==> src/rtl/branch_target_pkg.sv <==
// branch_target_pkg: shared types and constants for the branch target table
package branch_target_pkg;
    localparam int KEY_W_DEF = 9;
    localparam int TGT_W_DEF = 16;
    localparam int DEPTH_DEF = 32;
    localparam int IDX_W_DEF = $clog2(DEPTH_DEF);
    localparam int TAG_W_DEF = KEY_W_DEF - IDX_W_DEF;
    typedef enum logic [0:0] {
        CLEAR = 1'b0,
        READY = 1'b1
    } state_t;
    typedef struct packed {
        logic                 valid;
        logic [TAG_W_DEF-1:0] tag;
        logic [TGT_W_DEF-1:0] target;
    } entry_t;
    localparam logic [TGT_W_DEF-1:0] RSP_MISS_TARGET = '0;
endpackage

==> src/rtl/btt_clear_ctrl.sv <==
// btt_clear_ctrl: CLEAR/READY sequencer that walks every entry index once after reset or flush
module btt_clear_ctrl
    import branch_target_pkg::*;
#(
    parameter  int DEPTH = 32,
    localparam int IDX_W = $clog2(DEPTH)
) (
    input  logic             clk,
    input  logic             rst_n,
    input  logic             i_flush,
    output logic             o_busy,
    output logic             o_ready,
    output logic             o_clr_en,
    output logic [IDX_W-1:0] o_clr_idx
);
    state_t           r_state;
    logic [IDX_W-1:0] r_ptr;

    // sweep r_ptr through all DEPTH indices, then idle in READY until the next flush
    always_ff @(posedge clk or negedge rst_n) begin
        if (!rst_n) begin
            r_state <= CLEAR;
            r_ptr   <= '0;
        end else if (i_flush) begin
            r_state <= CLEAR;
            r_ptr   <= '0;
        end else if (r_state == CLEAR) begin
            r_ptr <= r_ptr + IDX_W'(1);
            if (r_ptr == IDX_W'(DEPTH - 1)) r_state <= READY;
        end
    end

    assign o_busy    = (r_state == CLEAR);
    assign o_ready   = (r_state == READY);
    assign o_clr_en  = (r_state == CLEAR);
    assign o_clr_idx = r_ptr;
endmodule

==> src/rtl/branch_target_table.sv <==
// branch_target_table: direct-mapped tagged key->target table with 1-cycle lookup; BRANCH_TARGET_TABLE_STATS_EN adds hit/miss counters
module branch_target_table
    import branch_target_pkg::*;
#(
    parameter int KEY_W = 9,
    parameter int TGT_W = 16,
    parameter int DEPTH = 32
`ifdef BRANCH_TARGET_TABLE_STATS_EN
    ,
    parameter int CNT_W = 16
`endif
) (
    input  logic             clk,
    input  logic             rst_n,
    input  logic             flush,
    input  logic             wr_valid,
    output logic             wr_ready,
    input  logic [KEY_W-1:0] wr_key,
    input  logic [TGT_W-1:0] wr_target,
    input  logic             lk_valid,
    input  logic [KEY_W-1:0] lk_key,
    output logic             rsp_valid,
    output logic             rsp_hit,
    output logic [TGT_W-1:0] rsp_target,
    output logic             busy
`ifdef BRANCH_TARGET_TABLE_STATS_EN
    ,
    output logic [CNT_W-1:0] hit_count,
    output logic [CNT_W-1:0] miss_count
`endif
);
    localparam int IDX_W = $clog2(DEPTH);
    localparam int TAG_W = KEY_W - IDX_W;
    // a full-width index leaves no tag; keep one constant-zero bit so compares stay true
    localparam int TW    = (TAG_W > 0) ? TAG_W : 1;

    logic [DEPTH-1:0] r_valid;
    logic [TW-1:0]    r_tag [DEPTH];
    logic [TGT_W-1:0] r_tgt [DEPTH];

    logic             w_ready, w_clr_en, w_wr_acc, w_same_idx, w_hit;
    logic [IDX_W-1:0] w_clr_idx, w_wr_idx, w_lk_idx;
    logic [TW-1:0]    w_wr_tag, w_lk_tag;
    logic [TGT_W-1:0] w_tgt;

    btt_clear_ctrl #(.DEPTH(DEPTH)) u_clr (
        .clk       (clk),
        .rst_n     (rst_n),
        .i_flush   (flush),
        .o_busy    (busy),
        .o_ready   (w_ready),
        .o_clr_en  (w_clr_en),
        .o_clr_idx (w_clr_idx)
    );

    assign wr_ready   = w_ready && !flush;
    assign w_wr_acc   = wr_valid && wr_ready;
    assign w_wr_idx   = wr_key[IDX_W-1:0];
    assign w_lk_idx   = lk_key[IDX_W-1:0];
    assign w_wr_tag   = TW'(wr_key >> IDX_W);
    assign w_lk_tag   = TW'(lk_key >> IDX_W);
    // a write landing on the looked-up slot this cycle decides the answer: it is the new occupant
    assign w_same_idx = w_wr_acc && (w_wr_idx == w_lk_idx);
    assign w_hit      = w_ready && !flush &&
                        (w_same_idx ? (wr_key == lk_key)
                                    : (r_valid[w_lk_idx] && (r_tag[w_lk_idx] == w_lk_tag)));
    assign w_tgt      = w_hit ? (w_same_idx ? wr_target : r_tgt[w_lk_idx])
                              : TGT_W'(RSP_MISS_TARGET);

    // storage: clear sweep invalidates one slot per cycle, accepted writes fill a slot
    always_ff @(posedge clk) begin
        if (w_clr_en) r_valid[w_clr_idx] <= 1'b0;
        if (w_wr_acc) begin
            r_valid[w_wr_idx] <= 1'b1;
            r_tag[w_wr_idx]   <= w_wr_tag;
            r_tgt[w_wr_idx]   <= wr_target;
        end
    end

    // registered response; hit/target hold between lookups
    always_ff @(posedge clk or negedge rst_n) begin
        if (!rst_n) begin
            rsp_valid  <= 1'b0;
            rsp_hit    <= 1'b0;
            rsp_target <= '0;
        end else begin
            rsp_valid <= lk_valid;
            if (lk_valid) begin
                rsp_hit    <= w_hit;
                rsp_target <= w_tgt;
            end
        end
    end

`ifdef BRANCH_TARGET_TABLE_STATS_EN
    // saturating response counters, cleared by flush
    always_ff @(posedge clk or negedge rst_n) begin
        if (!rst_n) begin
            hit_count  <= '0;
            miss_count <= '0;
        end else if (flush) begin
            hit_count  <= '0;
            miss_count <= '0;
        end else if (rsp_valid) begin
            if (rsp_hit && (hit_count != '1)) hit_count <= hit_count + CNT_W'(1);
            if (!rsp_hit && (miss_count != '1)) miss_count <= miss_count + CNT_W'(1);
        end
    end
`endif
endmodule

==> config.mk <==
export PLATFORM = sky130hd
export DESIGN_NAME = branch_target_table
export DESIGN_NICKNAME = d
export VERILOG_FILES = /design/src/rtl/branch_target_pkg.sv /design/src/rtl/btt_clear_ctrl.sv /design/src/rtl/branch_target_table.sv
export SDC_FILE = /design/constraint.sdc
export NUM_CORES = 1
export LEC_CHECK = 0
export ABC_AREA = 1
export CORE_ASPECT_RATIO = 1.5
export CORE_MARGIN = 10
export CORE_UTILIZATION = 56
export CTS_BUF_LIST = sky130_fd_sc_hd__clkbuf_16
export CTS_CLUSTER_SIZE = 30
export DETAILED_ROUTE_END_ITERATION = 8
export PLACE_DENSITY_LB_ADDON = 0.2
export SYNTH_ARGS = -nofsm -noshare
export SYNTH_HDL_FRONTEND = slang
export SYNTH_SLANG_ARGS = --single-unit
export TNS_END_PERCENT = 30
==> constraint.sdc <==
create_clock -name clk -period 2.6 [get_ports clk]
set_input_delay 0.52 -clock clk [delete_from_list [all_inputs] [get_ports clk]]
set_output_delay 0.52 -clock clk [all_outputs]
set_load 0.005 [all_outputs]
## Word level (Yosys, flattened, before mapping)

Memory sizes are Yosys's and may differ from the RTL's.
Cells that the tools add are included.

| word-level totals | value |
|---|---|
| register bits | 56 |
| bits in writable memories | 640 |
| input port bits | 39 |
| output and inout bits | 20 |
| word-level logic and storage cells | 49 |
| memories kept | 2 |

Memories:

| memory | depth | width | read ports | clocked after memory_dff | write ports | RTL line | source |
|---|---|---|---|---|---|---|---|
| r_tgt | 32 | 16 | 1 | 0 | 1 | branch_target_table.sv:39 | `logic [TGT_W-1:0] r_tgt [DEPTH];` |
| r_tag | 32 | 4 | 1 | 0 | 1 | branch_target_table.sv:38 | `logic [TW-1:0] r_tag [DEPTH];` |

| cells by class | value |
|---|---|
| add/sub/neg operators | 1 |
| $lt $le $gt $ge | 5 |
| eq/ne operators | 5 |
| multiplexer cells | 18 |
| bitwise gates (word level) | 4 |
| reductions and logical operators | 8 |

Operators by type and width:

| operator | count |
|---|---|
| 32-bit two-way mux | 2 |
| 32-bit AND | 1 |
| 16-bit two-way mux | 2 |
| 32-bit NOT | 1 |
| 32-bit bitwise OR | 1 |
| 5-bit by 6-bit less-than comparator with 1-bit output (second input constant) | 3 |
| 1-bit demux with 5-bit select | 2 |
| 5-bit by 1-bit greater-or-equal comparator with 1-bit output (second input constant) | 2 |
| 5-bit two-way mux | 2 |
| 9-bit equality test | 1 |
| 1-bit two-way mux | 9 |
| 1-bit logical AND | 7 |
| 5-bit by 1-bit adder with 5-bit output (second input constant) | 1 |
| 1-bit binary-select mux with 5-bit select | 1 |
| 5-bit equality test | 1 |
| 5-bit equality test (second input constant) | 1 |
| 4-bit equality test | 1 |
| 2-bit inequality test (second input constant) | 1 |
| 1-bit zero test | 1 |
| 1-bit NOT | 1 |

## Logic depth before layout (Yosys ltp)

Gate-level depths: netlist of the first run.

| logic depth | value |
|---|---|
| depth in word-level cells | 9 |
| gate-level depth with buffers | 19 |
| depth with buffers taken out | 15 |

## By module

Synthesis of the first run repeated with hierarchy kept, for this count alone.

| second synthesis, totals | value |
|---|---|
| cells, all modules | 2324 |
| area, all modules | 28059.4 sq um |

By module, submodules not included:

| module | times used | cells each | area an instance (sq um) | sequential area each (sq um) |
|---|---|---|---|---|
| branch_target_table | 1 | 2290 | 27762.9 | 20309.5 |
| btt_clear_ctrl | 1 | 34 | 296.5 | 150.1 |

## Least setup slack after synthesis of the first run

Ideal clock, no wire load.

| timing path | value |
|---|---|
| path type | reg2reg |
| start point | reg u_clr.r_state, in the netlist u_clr.o_ready |
| end point | mem r_tag[0][0] in the netlist's numbering (enable) |
| setup time | 0.397 ns |
| data arrival time | 2.108 ns |
| required time | 2.203 ns |
| setup slack | 0.095 ns |
| stages on the path, launching flop included | 9 |
| path buffers | 2 |
| period minus slack after synthesis | 2.505 ns |
| path through | dfrtp_1 > buf_2 > inv_1 > nor2_2 > nand2_1 > inv_1 > nand3_1 > clkbuf_1 > nor2_1 |

| on the way | value |
|---|---|
| word-level cells in the longest chain between the ends | 4 |

RTL lines:

| element | RTL line | source |
|---|---|---|
| start, declared | btt_clear_ctrl.sv:16 | `state_t r_state;` |
| start signal, assigned | btt_clear_ctrl.sv:22 | `r_state <= CLEAR;` |
| start signal, assigned | btt_clear_ctrl.sv:25 | `r_state <= CLEAR;` |
| start signal, assigned | btt_clear_ctrl.sv:29 | `if (r_ptr == IDX_W'(DEPTH - 1)) r_state <= READY;` |
| 1-bit logical AND | branch_target_table.sv:56 | `assign wr_ready = w_ready && !flush;` |
| net wr_ready | branch_target_table.sv:17 | `output logic wr_ready,` |
| 1-bit logical AND | branch_target_table.sv:57 | `assign w_wr_acc = wr_valid && wr_ready;` |
| 1-bit two-way mux | branch_target_table.sv:73 | `if (w_wr_acc) begin` |
| 1-bit two-way mux (implied by the code) | branch_target_table.sv:75 | `r_tag[w_wr_idx] <= w_wr_tag;` |
| end, declared | branch_target_table.sv:38 |  |

The timed path passes the listed nets, and every way through them passes these cells.

## Final worst setup path of the first run

| timing path | value |
|---|---|
| start point | reg u_clr.r_state, in the netlist u_clr.o_ready |
| end point | out wr_ready |

| on the way | value |
|---|---|
| word-level cells in the longest chain between the ends | 1 |

RTL lines:

| element | RTL line |
|---|---|
| 1-bit logical AND | branch_target_table.sv:56 |
| end, declared | branch_target_table.sv:17 |

Every way passes these cells.

==> run summary, run 1 <==
Pleak = 0.0114 uW
sequential power share = 0.534
area grow syn2layout = 16.9%
vias in the first global route = 19100
top-area cell type share of the netlist area = 0.686
cell count after synthesis = 2326
RSZ-0062 raised after global routing = no
dominant cells by area after synthesis = edfxtp_1, o21ai_0, nand2_1
Worst Setup End Kind = output pin
CTS sink cnt = 696
post-synth top area cell = edfxtp_1
Final Skew = 30.9 ps
layout cells sized above 1 = 0.126
critical path type = flop to output pin
register area share after synthesis = 0.730
routed len/inst = 24.5 um
Reg2Reg Setup Slack = 530 ps
Psw = 5070 uW
final net count = 2515
DRC Markers = 0
I/O pins = 59
worst-path fanout max = 8
Antenna Cells = 0
CTS resizes = 2
commonest non-fill, non-tap cells in the layout = edfxtp_1, nand2_1, o21ai_0, nor2_1, nand3_1
CTS tree = built
Max Clock Freq = 401 MHz
CTS Hold Bufs = 0
Slew HR = 0.500
Avg Vias per Cell = 6.12
Pwr Total = 23000 uW
routability congestion estimate from global placement = 0.905
Switching Fraction = 0.221
H-tree depth = 2
Hold WS = 281 ps
Req. time, crit path = 2080 ps
Tcrit/Tclk final = 0.960
drt first pass iters = 5
Critical R2R Launch = u_clr.o_ready
Reg clk slew, reported paths = 70 ps
die area = 59600 sq um
clock power share = 0.398
final setup violation count = 0
Int Pwr = 17900 uW
vias post-DR = 19500
critical path arrival = 1980 ps
global-route usage over all layers = 0.259
Synthesis Warnings = 0
Final Hold Fails = 0
min cycle time layout = 2500 ps
Comb pwr share = 0.068
Pins Over Slew Limit = 0
cells on worst reg2reg path = 8
CORE AREA = 49500 sq um
first-pass GRT wire length = 117000 um
ANT nets after route = 0
Peak supply drop = 571 uV
port bufs = 58
total grt overflow = 0
CTS max path bufs = 3
1st-iter DRT viols = 2125
largest net degree at the start of global routing = 71
Detailed Route WL = 78100 um
Synth Area per Inst = 12.0 sq um
synth unique cells = 32
Setup WS pre-CTS = -42.3 ps
r2r endpoint = rsp_target[9]
fillers = 3602
synthesized flop and latch total = 696
Pwr per Cell Area = 701 nW/um^2
status = finished, final reports clean
CP startpoint kind = flop
measured slew at the worst slew-check pin = 748 ps
dpl hpwl = 48500 um
Multi-input gate area = 6760 sq um
clock latency on the worst-skew pair = 630 ps
number of antenna violations at the first check in global routing = 1
CTS root buf = clkbuf_16
chip height = 294 um
postcts setup bufs = 0
DIE WIDTH = 203 um
Initial Utilization = 0.565
row cnt = 100
mapped cell area = 28000 sq um
Worst Hold Class = input port to asynchronous set/reset pin
Max Cap Viol = 0
setup TNS = 0 ps
Synth Net Count = 2370
CTS Buf Count = 60
setup ws final = 103 ps
sequential standard cell area = 20500 sq um
most common cell after layout, fill and taps aside = edfxtp_1
## state kept, by name, indices dropped and copies added (netlist names)
name,flops
r_tgt,512
r_tag,128
r_valid,32
rsp_target,16
u_clr.o_clr_idx,5
rsp_hit,1
rsp_valid,1
u_clr.o_ready,1
## kinds of logic (layout without fill, tap and decap cells)
| family | Yosys count | after routing | synth area share |
|---|---|---|---|
| AND/OR/NAND/NOR | 965 | 965 | 0.142 |
| flip-flops | 696 | 696 | 0.730 |
| AO/OA/AOI/OAI | 477 | 477 | 0.0927 |
| buffers and inverters | 178 | 375 | 0.0312 |
| adder cells (fa/ha/maj) | 5 | 5 | 0.00223 |
| XOR/XNOR | 5 | 5 | 0.00156 |
## metrics by stage
step                instance area [sq um]  cells   util
floorplan                           28000   2326      -
global placement                    30700   3072  0.620
detailed placement                  30700   3072  0.620
CTS                                 32800   3186  0.661
global route                        32800   3186  0.661
finish                              32800   3186  0.661
## power groups by stage
stage	registers [uW]	logic, uW	clock network (uW)
after floorplan	12500	803	0
after global placement	12500	1490	0
after detailed placement	12500	1530	0
after CTS	12300	1540	9220
after global routing	12300	1690	9650
final	12300	1560	9140
## cells in the mapped netlist, drive strengths merged
cell type and n:
edfxtp 640, nand2 381, o21ai 324, nor2 316
nand3 263, o22ai 129, buf 98, clkbuf 57
dfxtp 32, dfrtp 24, inv 21, a31oi 16
ha 5, xor2 5, a21oi 4, a221oi 3
clkinv 2, nand3b 2, nor3 2, nor4 1
o211a 1
## final cells by class
type                    instances  area share
inverters                      23     0.00298
well taps                     663      0.0253
flip-flops and latches        696       0.625
clock buffers                  61      0.0466
multi-input cells            1452       0.206
clock inverters                53      0.0149
repair buffers                238      0.0791
## how the worst max path moves through the flow
stage                   from  slack (ps)  depth (start not counted)              to
3_5_place_dp       wr_key[5]         -40                          7   rsp_target[9]
5_1_grt        u_clr.o_ready          30                          4        wr_ready
3_3_place_gp       wr_key[5]          -9                          7  rsp_target[10]
2_1_floorplan  u_clr.o_ready         100                          8     r_tag[0][0]
4_1_cts        u_clr.o_ready          60                          4        wr_ready
6_report       u_clr.o_ready         100                          4        wr_ready
## metal layers
layer  part of all wire  global-route usage
met1               0.38               0.322
met2               0.50               0.437
met4              0.048               0.129
met3              0.079              0.0360
met5           0.000090                   0
## worst max-delay path: stages, from the launching register on
cell and delay [ps]:
dfrtp_2 430, inv_1 150, nor2_4 160, buf_4 140
clkdlybuf4s50_1 490
Note: power is estimated with default switching activity, not from simulation.
==> inputs of run 2 (changes only) <==
- CELL_PAD_IN_SITES_DETAIL_PLACEMENT: unset -> 2
- CELL_PAD_IN_SITES_GLOBAL_PLACEMENT: unset -> 2
- CORE_UTILIZATION: 56 -> 39
==> run 2 against run 1 <==
Against the previous run: critical path depth unchanged; clock power increased by 12%; register-to-register slack got worse by 70 ps; sequential share of layout area decreased by 0.64 points; count of clock-buffer cells in the layout increased by 12; first-iteration DRC count decreased by 23%; critical path type unchanged; highest routed layer is now met4.
==> run summary, run 2 (synthesis results as in run 1) <==
Final Hold Fails = 0
Max Clock Freq = 404 MHz
DRC Markers = 0
max reg flops = 512
Top Registers = r_tgt (512), r_tag (128), r_valid (32)
layout cells sized above 1 = 0.118
Worst Hold Class = input port to asynchronous set/reset pin
Avg Vias per Cell = 5.86
Pins Over Slew Limit = 0
met3 WL = 4490 um
CTS max path bufs = 3
final non-filler cell total = 3418
Crit-path slowest cell = clkdlybuf4s50_1
DR WL met2 = 56300 um
first-pass GRT wire length = 151000 um
Tcrit/Tclk final = 0.952
CTS sink cnt = 696
Hold WS = 305 ps
largest net degree at the start of global routing = 97
Peak supply drop = 456 uV
Reg clk slew, reported paths = 60 ps
measured slew at the worst slew-check pin = 652 ps
Detailed Route WL = 103000 um
drt first pass iters = 5
vias post-DR = 20000
status = finished, final reports clean
Worst Setup End Kind = output pin
placed cell count = 3289
crit-path cells = inv_1 -> nor2_2 -> buf_4 -> clkdlybuf4s50_1
worst-path fanout max = 7
final net count = 2491
ANT nets after route = 0
CTS Buf Count = 70
critical path type = flop to output pin
Pwr per Cell Area = 728 nW/um^2
Pleak = 0.0114 uW
clock latency on the worst-skew pair = 650 ps
final setup violation count = 0
CORE AREA = 71300 sq um
chip height = 348 um
row cnt = 120
commonest non-fill, non-tap cells in the layout = edfxtp_1, nand2_1, o21ai_0, nor2_1, nand3_1
global-route usage over all layers = 0.247
Final Skew = 29.0 ps
final design utilization = 0.464
DIE WIDTH = 239 um
setup TNS = 0 ps
vias in the first global route = 22500
port bufs = 58
CTS Hold Bufs = 0
Slew HR = 0.564
dpl hpwl = 62600 um
number of antenna violations at the first check in global routing = 1
area grow syn2layout = 18.1%
routed len/inst = 30.2 um
CTS root buf = clkbuf_16
CP startpoint kind = flop
DR top layer = met4
routability congestion estimate from global placement = 0.805
M1 wire length = 39100 um
total grt overflow = 0
die area = 83200 sq um
I/O pins = 59
Max Cap Viol = 0
RSZ-0062 raised after global routing = no
Initial Utilization = 0.393
CTS tree = built
Largest stage delay, worst path = 490 ps
Pwr Total = 24100 uW
most common cell after layout, fill and taps aside = edfxtp_1
H-tree depth = 3
min cycle time layout = 2480 ps
critical path arrival = 1960 ps
Req. time, crit path = 2080 ps
1st-iter DRT viols = 1635
Top reg by flops = r_tgt
[run 2: cell count changes in the layout (fill, tap and decap cells not counted), moves of 2 or more]
cell,delta
clkinv_2,-2
clkbuf_16,+12
clkinv_1,+3
clkinvlp_4,-2
bufinv_16,-3
buf_4,-37
inv_6,+2
buf_12,+3
[run 2: area by class of cell]
class / instances / area [sq um]
antenna: 1 / 2.50
clock inverter: 54 / 429
multi-input combinational: 1452 / 6760
tap: 915 / 1140
fill: 7028 / 38200
clock buffer: 73 / 1830
sequential: 696 / 20500
inverter: 23 / 97.6
timing repair buffer: 204 / 2370
[run 2: timing repair]
action,CTS,global route
setup endpoints to repair,1,1
setup buffers,0,1
resized for setup,1,0
[run 2: path summary, 6_finish.rpt]
path	slack, ps	cells after the start	from	end
min	300	2	rst_n	u_clr.o_clr_idx[4]
max in group asynchronous	1930	2	rst_n	rsp_target[5]
min in group clk	490	2	r_valid[22]	r_valid[22]
max	120	4	u_clr.o_ready	wr_ready
max reg2reg	460	9	u_clr.o_ready	rsp_target[1]
min reg2reg	490	2	r_valid[22]	r_valid[22]
[run 2: worst max-delay path: cells and delay by family (launching register included)]
kind | cells | cell delay, ps
flops | 1 | 420
simple gates | 1 | 140
buf+inv | 3 | 760
[run 2: metrics by stage]
| step | area (sq um) | setup slack [ps] |
|---|---|---|
| 2_1_floorplan | 28000 | 95.0 |
| 3_3_place_gp | 30800 | -163 |
| 3_5_place_dp | 30800 | -265 |
| 4_1_cts | 33100 | 29.5 |
| 5_1_grt | 33100 | 10.0 |
| 6_report | 33100 | 124 |
[run 2: power by group]
part,switching (uW),leakage (uW),internal (uW)
sequential,25.6,0.00634,12300
clock,4530,0.00116,5710
combinational,1110,0.00391,475
total,5670,0.0114,18400
[run 2: layer usage]
| metal | global-route usage | vias to the layer above |
|---|---|---|
| li1 | - | 8680 |
| met1 | 0.281 | 10600 |
| met2 | 0.458 | 549 |
| met3 | 0.0311 | 176 |
| met4 | 0.0976 | 0 |
| met5 | 0 | - |
==> inputs of run 3 (changes only) <==
- CELL_PAD_IN_SITES_DETAIL_PLACEMENT: 2 -> 1
- CTS_BUF_LIST: sky130_fd_sc_hd__clkbuf_16 -> sky130_fd_sc_hd__clkbuf_8 sky130_fd_sc_hd__clkbuf_16
==> run 3 against run 2 <==
Against the previous run: critical path depth unchanged; utilization fell by 0.15 points; sequential power about the same; combinational power fell by 5%; maximum frequency about the same; cell count shrank 0.26%; design area shrank 0.32%; count of clock-buffer cells in the layout up 3; global-route usage is 2.9 points lower; largest cell class unchanged.
==> run summary, run 3 (synthesis results as in run 1) <==
vias post-DR = 19300
Comb pwr share = 0.064
number of antenna violations at the first check in global routing = 2
Antenna Cells = 0
chip height = 348 um
DRC Markers = 0
sequential power share = 0.522
CTS sink cnt = 696
dpl hpwl = 55300 um
CTS Hold Bufs = 0
cell area after layout = 33000 sq um
area grow syn2layout = 17.8%
largest net degree at the start of global routing = 97
Reg clk slew, reported paths = 50 ps
CTS max path bufs = 3
CTS root buf = clkbuf_16
Worst Setup End Kind = output pin
RSZ-0062 raised after global routing = no
setup TNS = 0 ps
capture point of the critical path = wr_ready
Req. time, crit path = 2080 ps
critical path type = flop to output pin
Setup WS pre-CTS = -182 ps
drt first pass iters = 5
Pins Over Slew Limit = 0
layout cells sized above 1 = 0.112
Max Clock Freq = 404 MHz
Tcrit/Tclk final = 0.953
critical path arrival = 1960 ps
clock latency on the worst-skew pair = 620 ps
measured slew at the worst slew-check pin = 674 ps
I/O pins = 59
Psw = 5250 uW
Worst Hold Class = input port to asynchronous set/reset pin
Final Hold Fails = 0
Setup crit start = u_clr.o_ready
Pwr per Cell Area = 714 nW/um^2
CP startpoint kind = flop
Top Registers = r_tgt (512), r_tag (128), r_valid (32)
Int Pwr = 18300 uW
port bufs = 58
clock power share = 0.414
setup ws final = 123 ps
most common cell after layout, fill and taps aside = edfxtp_1
Slew HR = 0.549
commonest non-fill, non-tap cells in the layout = edfxtp_1, nand2_1, o21ai_0, nor2_1, nand3_1
status = finished, final reports clean
die area = 83200 sq um
Initial Utilization = 0.393
H-tree depth = 3
routed len/inst = 26.7 um
Detailed Route WL = 91200 um
ANT nets after route = 0
min cycle time layout = 2480 ps
Switching Fraction = 0.223
Max Cap Viol = 0
vias in the first global route = 20500
final setup violation count = 0
max reg flops = 512
placed cell count = 3289
first-pass GRT wire length = 134000 um
DP Area = 30800 sq um
Reg2Reg Setup Slack = 440 ps
global-route usage over all layers = 0.218
Final Skew = 19.7 ps
cells on worst reg2reg path = 9
CTS tree = built
Pleak = 0.0114 uW
total grt overflow = 0
r2r endpoint = rsp_target[1]
final net count = 2489
DIE WIDTH = 239 um
worst-path fanout max = 8
Avg Vias per Cell = 5.68
Peak supply drop = 509 uV
final non-filler cell total = 3409
CTS Buf Count = 69
CORE AREA = 71300 sq um
routability congestion estimate from global placement = 0.805
Critical R2R Launch = u_clr.o_ready
row cnt = 120
1st-iter DRT viols = 1509
Top reg by flops = r_tgt
## run 3: cell count changes in the layout (fill, tap and decap cells not counted)
cell and delta:
buf_4 -1, bufinv_16 -1, clkbuf_16 -2, clkbuf_8 +5
clkinv_1 -1, clkinv_2 -11, clkinv_4 -2, clkinv_8 -1
diode_2 -1, inv_1 +9, inv_6 -3
## run 3: power by group through the flow
stage	logic (uW)	registers, uW	clock network (uW)
floorplan	803	12500	0
global placement	1480	12500	0
detailed placement	1520	12500	0
CTS	1530	12300	9940
global route	1670	12300	10400
finish	1510	12300	9750
## run 3: worst min path at each step
stage	startpoint	to	cells after the start
5_1_grt	rst_n	u_clr.o_clr_idx[2]	2
4_1_cts	rst_n	u_clr.o_clr_idx[4]	2
6_report	rst_n	u_clr.o_clr_idx[4]	2
3_5_place_dp	r_valid[26]	r_valid[26]	2
2_1_floorplan	rst_n	rsp_hit	0
3_3_place_gp	r_valid[17]	r_valid[17]	2
## run 3: layout make-up
| class | count | area (sq um) |
|---|---|---|
| well taps | 915 | 1140 |
| multi-input cells | 1452 | 6760 |
| repair buffers | 203 | 2360 |
| clock inverters | 44 | 314 |
| fillers | 7356 | 38300 |
| inverters | 23 | 97.6 |
| clock buffers | 76 | 1850 |
| flip-flops and latches | 696 | 20500 |
## run 3: worst max-delay path, cell delays in order, from the launching register on
cell             delay [ps]
dfrtp_2                 420
inv_1                   130
nor2_2                  150
buf_4                   140
clkdlybuf4s50_1         500
## run 3: per-stage QoR
stage	hold WS, ps	total power [uW]	util
detailed placement	478	14000	0.432
global route	329	24300	0.463
CTS	308	23700	0.463
global placement	459	14000	0.432
finish	324	23500	0.463
floorplan	224	13300	-
## run 3: timing repair
action	CTS	global route
gates resized for setup	1	0
setup buffers	0	0
endpoints found under the setup margin	1	0
## run 3: routing by layer
layer	vias to the layer above	part of all wire	track usage
li1	8672	-	-
met1	10000	0.40	0.258
met2	494	0.53	0.395
met3	161	0.041	0.0263
met4	0	0.034	0.0811
met5	-	0	0
